`config.mk`:
```
export PLATFORM = sky130hd
export DESIGN_NAME = scan_selector_flat
export DESIGN_NICKNAME = d
export VERILOG_FILES = /design/src/rtl/scan_selector_if.sv /design/src/rtl/scan_selector.sv /design/src/flat_wrapper.sv
export SDC_FILE = /design/constraint.sdc
export NUM_CORES = 1
export LEC_CHECK = 0
export ABC_CLOCK_PERIOD_IN_PS = 1600
export CORE_MARGIN = 10
export CORE_UTILIZATION = 31
export DETAILED_ROUTE_END_ITERATION = 12
export PLACE_DENSITY = 0.72
export SYNTH_ARGS = -nofsm -noshare
export SYNTH_HDL_FRONTEND = slang
export SYNTH_SLANG_ARGS = --single-unit
export TNS_END_PERCENT = 10
```
`constraint.sdc`:
```
create_clock -name CLK -period 1.6 [get_ports CLK]
set_input_delay 0.24 -clock CLK [delete_from_list [all_inputs] [get_ports CLK]]
set_output_delay 0.24 -clock CLK [all_outputs]
set_load 0.01 [all_outputs]
```
`src/rtl/scan_selector_if.sv`:
```
// Bus bundle for scan_selector: channel data and pointer controls in, selected data and index out.
// The WRAP flag exists only when SCAN_SELECTOR_WRAP_FLAG_EN is defined.
interface scan_selector_if #(
  parameter int bitWidth = 4,
  parameter int channels = 4
);
  localparam int selWidth = $clog2(channels);

  logic [channels*bitWidth-1:0] D;
  logic [selWidth-1:0]          SEL;
  logic                         LOAD;
  logic                         MODE;
  logic                         STEP;
  logic [bitWidth-1:0]          Y;
  logic [selWidth-1:0]          CH;

`ifdef SCAN_SELECTOR_WRAP_FLAG_EN
  logic                         WRAP;

  modport master (output D, SEL, LOAD, MODE, STEP, input Y, CH, WRAP);
  modport slave  (input D, SEL, LOAD, MODE, STEP, output Y, CH, WRAP);
`else
  modport master (output D, SEL, LOAD, MODE, STEP, input Y, CH);
  modport slave  (input D, SEL, LOAD, MODE, STEP, output Y, CH);
`endif
endinterface

```
`src/rtl/scan_selector.sv`:
```
// Registered N-channel selector with a loadable / auto-stepping channel pointer.
// Optional WRAP pulse output enabled by macro SCAN_SELECTOR_WRAP_FLAG_EN.
module scan_selector #(
  parameter int bitWidth = 4,
  parameter int channels = 4
) (
  input logic           CLK,
  input logic           N_RST,
  scan_selector_if.slave bus
);
  localparam int selWidth = $clog2(channels);
  localparam logic [selWidth-1:0] LAST_CH = selWidth'(channels - 1);

  logic [selWidth-1:0] ptr;
  logic [selWidth-1:0] next_ptr;
  logic [bitWidth-1:0] y_p1;
  logic                step_ok;

  assign step_ok = bus.MODE && bus.STEP;

  // LOAD outranks STEP; an out-of-range SEL clamps to the last channel
  always_comb begin
    next_ptr = ptr;
    if (bus.LOAD) begin
      if (int'(bus.SEL) >= channels) next_ptr = LAST_CH;
      else                           next_ptr = bus.SEL;
    end else if (step_ok) begin
      if (ptr == LAST_CH) next_ptr = '0;
      else                next_ptr = ptr + 1'b1;
    end
  end

  // p1: pointer and selected data registered together
  always_ff @(posedge CLK or negedge N_RST) begin
    if (!N_RST) begin
      ptr  <= '0;
      y_p1 <= '0;
    end else begin
      ptr  <= next_ptr;
      y_p1 <= bus.D[int'(next_ptr)*bitWidth +: bitWidth];
    end
  end

  assign bus.Y  = y_p1;
  assign bus.CH = ptr;

`ifdef SCAN_SELECTOR_WRAP_FLAG_EN
  logic wrap_p1;

  // only a STEP off the last channel counts as a wrap, never a LOAD to 0
  always_ff @(posedge CLK or negedge N_RST) begin
    if (!N_RST) wrap_p1 <= 1'b0;
    else        wrap_p1 <= !bus.LOAD && step_ok && (ptr == LAST_CH);
  end

  assign bus.WRAP = wrap_p1;
`endif
endmodule

```
`src/flat_wrapper.sv`:
```
// flat-port wrapper written by rule: the top's interface ports become plain ports
module scan_selector_flat 
#(
  parameter int bitWidth = 4,
  parameter int channels = 4
)
  (CLK, N_RST, bus_D, bus_SEL, bus_LOAD, bus_MODE, bus_STEP, bus_Y, bus_CH);
  scan_selector_if #(.bitWidth(bitWidth), .channels(channels)) bus_i ();
  input logic CLK;
  input logic N_RST;
  input wire logic [$bits(bus_i.D)-1:0] bus_D;
  input wire logic [$bits(bus_i.SEL)-1:0] bus_SEL;
  input wire logic [$bits(bus_i.LOAD)-1:0] bus_LOAD;
  input wire logic [$bits(bus_i.MODE)-1:0] bus_MODE;
  input wire logic [$bits(bus_i.STEP)-1:0] bus_STEP;
  output wire logic [$bits(bus_i.Y)-1:0] bus_Y;
  output wire logic [$bits(bus_i.CH)-1:0] bus_CH;
  assign bus_i.D = bus_D;
  assign bus_i.SEL = bus_SEL;
  assign bus_i.LOAD = bus_LOAD;
  assign bus_i.MODE = bus_MODE;
  assign bus_i.STEP = bus_STEP;
  assign bus_Y = bus_i.Y;
  assign bus_CH = bus_i.CH;
  scan_selector #(.bitWidth(bitWidth), .channels(channels)) u_core (.CLK(CLK), .N_RST(N_RST), .bus(bus_i));
endmodule
```
### Yosys cells after proc, flatten, opt, wreduce, memory -nomap -nowiden

Index checks and enable logic that the tools add are counted.

* output and inout port bits: 6
* flip-flop bits (word level): 6
* word-level logic and storage cells: 9
* bits of input ports: 23

* reductions and logical operators: 1
* mux-type cells: 3
* add/sub/neg operators: 1
* equality and inequality tests: 1
* shift-type cells: 1

Operators with widths (number)
* $shiftx 16x5->4: 1
* $mux 2: 3
* $add 2x1->2 const B: 1
* $eq 2x2->1 const B: 1
* $logic_and 1x1->1: 1

### Depth between registers and ports, before layout

* depth after elaboration: 5
* mapped depth: 6

### Worst setup path after synthesis

No wires, ideal clock.

* kind: reg2reg
* from: register u_core.ptr[0] (netlist: u_core.bus.CH[0])
* to: register u_core.y_p1[0] (netlist: u_core.bus.Y[0])
* library setup time: 0.121 ns
* path buffers: 1
* arrival time: 1.601 ns
* slack: -0.123 ns
* cell stages (with the launch flop): 7
* period minus slack after synthesis: 1.723 ns
* required time: 1.479 ns
* cells stage by stage: dfrtp_1 ha_1 nor4bb_2 or3_1 buf_6 a21boi_0 o22a_1

* word-level cells in the longest chain between the ends: 5
* elaborated cells between the ends (all ways): 6
* classes of those cells: add/sub (1); eq/ne (1); shift (1); mux (3)

RTL lines
* start: declaration: line scan_selector.sv:14 `logic [selWidth-1:0] ptr;`
* start signal: assignment: line scan_selector.sv:39 `ptr <= next_ptr;`
* $add 2x1->2 / $eq 2x2->1 (equally long branches): line scan_selector.sv:29, scan_selector.sv:28
* $mux 2: line scan_selector.sv:28 `if (ptr == LAST_CH) next_ptr = '0;`
* $mux 2 (*): line scan_selector.sv:27 `end else if (step_ok) begin`
* $mux 2 (*): line scan_selector.sv:24 `if (bus.LOAD) begin`
* $shiftx 16x5->4 (*): line scan_selector.sv:40 `y_p1 <= bus.D[int'(next_ptr)*bitWidth +: bitWidth];`
* end signal: assignment: line scan_selector.sv:40
* end: declaration: line scan_selector.sv:16 `logic [bitWidth-1:0] y_p1;`

Every way passes the cells marked *; elsewhere a longest branch is shown, timed or not.

### Worst setup path in the final report

* from: register u_core.ptr[0] (netlist: u_core.bus.CH[0])
* to: register u_core.y_p1[1] (netlist: u_core.bus.Y[1])

The elaborated chain is that of the path after synthesis.

==> out/qor.yml <==
worst_setup_path:
  critPathMaxStageDelay_ns: 0.45
  reg2reg_slack_ns: -0.02
  slowest_stage: "dfrtp_2"
  required_ns: 1.78
  critPathMaxFanout: 5
  crit_type: "reg2reg"
  startpoint_type: "flop"
  arrival_ns: 1.79
  cp_cell_sequence: "ha_4, nor4bb_4, buf_4, o311ai_1, o21ai_1, o22a_1"
  worst_setup_path_end_kind: "flop"
  cp_top_family: "flip-flops"
  worst-path-buf-inv: 1
global_route:
  grt_pass1_vias: 622
  gr-usage-met2_pct: 18.2
  top_usage_layer: "met2"
  grt_max_degree: 10
  antenna_found_initial: 0
  grt_overflow: 0
  met1_usage_pct: 11.0
  gr-usage-all-layers_pct: 11.0
  grt_pass1_wl_mm: 2.94
  gr-usage-met3_pct: 4.72
floorplanning:
  die-area_mm2: 0.00345
  die_h_um: 58.8
  io_pins: 29
  start_util_pct: 34.5
  std_cell_rows: 13
  core_mm2: 0.00135
  die_w_um: 58.8
logic_synthesis:
  synth_nets: 72
  synth_seq_area_share_pct: 32.3
  yosys.area.top_type_share_pct: 32.3
  ys_warn_count: 0
  ys_ff_latch: 6
  synth_area_leaders: "dfrtp_1 32%, a21boi_0 8.1%, a31o_1 7.5%"
  syn_area_per_cell_um2: 9.70
  syn_area_um2: 465
  synthCells: 48
  synth.distinct_cells: 20
  synth.largest_area_cell: "dfrtp_1"
routing:
  drt-initial-drc-count: 9
  ant_nets: 0
  wl_mm: 1.85
  wl_per_cell_um: 17.0
  via_count: 607
  drc: 0
  via_per_inst: 5.57
  dr.pass1.iters: 4
sta:
  fin_crit_sh_pct: 101
  tightest_slew_ns: 0.284
  setup_viol: 3
  max_freq_ghz: 0.619
  fin_hold_ws_ns: 0.226
  finalCriticalPeriod_ns: 1.62
  report.final.slew_viol_count: 0
  fin_tns_setup_ns: -0.0435
  final_hold_viol_count: 0
  maxSlewHeadroom_pct: 81.0
  rsz0062_at_grt: "true"
  postLayoutSetupSlackWorst_ns: -0.0151
  skew_ns: 0.0141
power_and_ir_drop:
  ir_drop_v: 0.000553
  p_total_uw: 644
  power_density_mw_per_mm2: 679
  leakage_nw: 0.381
placed_design:
  dp.final_hpwl_mm: 1.50
  dpl_worst_slack_ns: -0.324
  io_buffers: 28
  place_congestion: 0.808
clocking:
  cts.clk_slew.worst_paths_ns: 0.06
  clock_latency_ns: 0.25
  cts_tree: "built"
  cts_buffers: 3
  ctsLongestPathBuffers: 2
  htree_levels: 1
  postCtsHoldBufs: 0
  root_buffer: "clkbuf_4"
  cts_sinks: 6
outcome:
  violations: "setup timing"
  status: "finished with violations"
finish:
  final_cell_mix: "26 x clkdlybuf4s50_1, 16 x buf_4, 5 x a21boi_1, 5 x dfrtp_1"
  area_delta_synth_final_pct: 104
  fill_cells: 107
  final_common_cell: "clkdlybuf4s50_1"
  drive_gt1_share_pct: 28.7
  layout.nets: 119
  n_antenna_cell: 0
job:
  maxCapViolations: 0
min_path:
  min_path_type: "in2async"
[worst register-to-register path, cell delays in order, from the launching register on]
cell      delay [ns]
dfrtp_2         0.45
ha_4            0.19
nor4bb_4        0.34
buf_4           0.20
o311ai_1        0.10
o21ai_1         0.11
o22a_1          0.15
[per-layer routing]
metal / vias to the layer above / routed length (µm)
met5: - / 0
met4: 0 / 42
met3: 4 / 130
met2: 26 / 945
met1: 285 / 734
li1: 292 / -
[through the flow]
stage,utilization (%),std cells,instance area (µm²)
floorplan,-,48,488
global placement,65.2,103,880
detailed placement,65.2,103,880
CTS,69.1,109,933
global route,70.3,109,948
finish,70.3,109,948
[synthesized netlist by cell type, drive strengths merged]
library cell  count
a21boi            5
a31o              4
and2              2
buf               2
clkbuf            1
dfrtp             6
ha                1
inv               2
nand2             2
nand2b            2
nand4b            1
nor4b             1
nor4bb            1
o211ai            4
o21ai             4
o22a              4
o311a             1
o311ai            4
or3               1
[power by group]
part	total [mW]	internal, mW	switching, mW
sequential	0.190	0.176	0.0133
clock	0.154	0.0947	0.0596
combinational	0.300	0.186	0.114
[final cells by class]
class / count / area [µm²] / share of cell area [%]
timing repair buffer: 44 / 398 / 42.0
multi-input combinational: 38 / 347 / 36.5
sequential: 6 / 151 / 16.0
clock buffer: 4 / 26.3 / 2.77
tap: 15 / 18.8 / 1.98
inverter: 2 / 7.51 / 0.792
[cell families after synthesis]
group	share of synthesized area (%)
AND/OR/NAND/NOR	15.6
adder cells (fa/ha/maj)	2.69
AO/OA/AOI/OAI	43.5
flip-flops	32.3
buffers and inverters	5.91
[state kept, by name, indices dropped and copies added, names as in the netlist]
register and flops:
u_core.bus.CH 2, u_core.bus.Y 4
[what timing repair did]
action,CTS,global route
buffers inserted,1,0
pin swaps,7,9
gates resized for setup,10,10
cloned,1,0
setup endpoints to repair,4,4
[worst paths after layout]
check                                       from                to  depth (start not counted)
worst max-delay path            u_core.bus.CH[0]   u_core.bus.Y[1]                          6
worst min-delay path                       N_RST   u_core.bus.Y[2]                          1
worst max register to register  u_core.bus.CH[0]   u_core.bus.Y[1]                          6
worst min register to register  u_core.bus.CH[0]  u_core.bus.CH[0]                          3
max in group asynchronous                  N_RST  u_core.bus.CH[0]                          1
min in group CLK                        bus_LOAD  u_core.bus.CH[0]                          3
(Power assumes the default switching activity.)
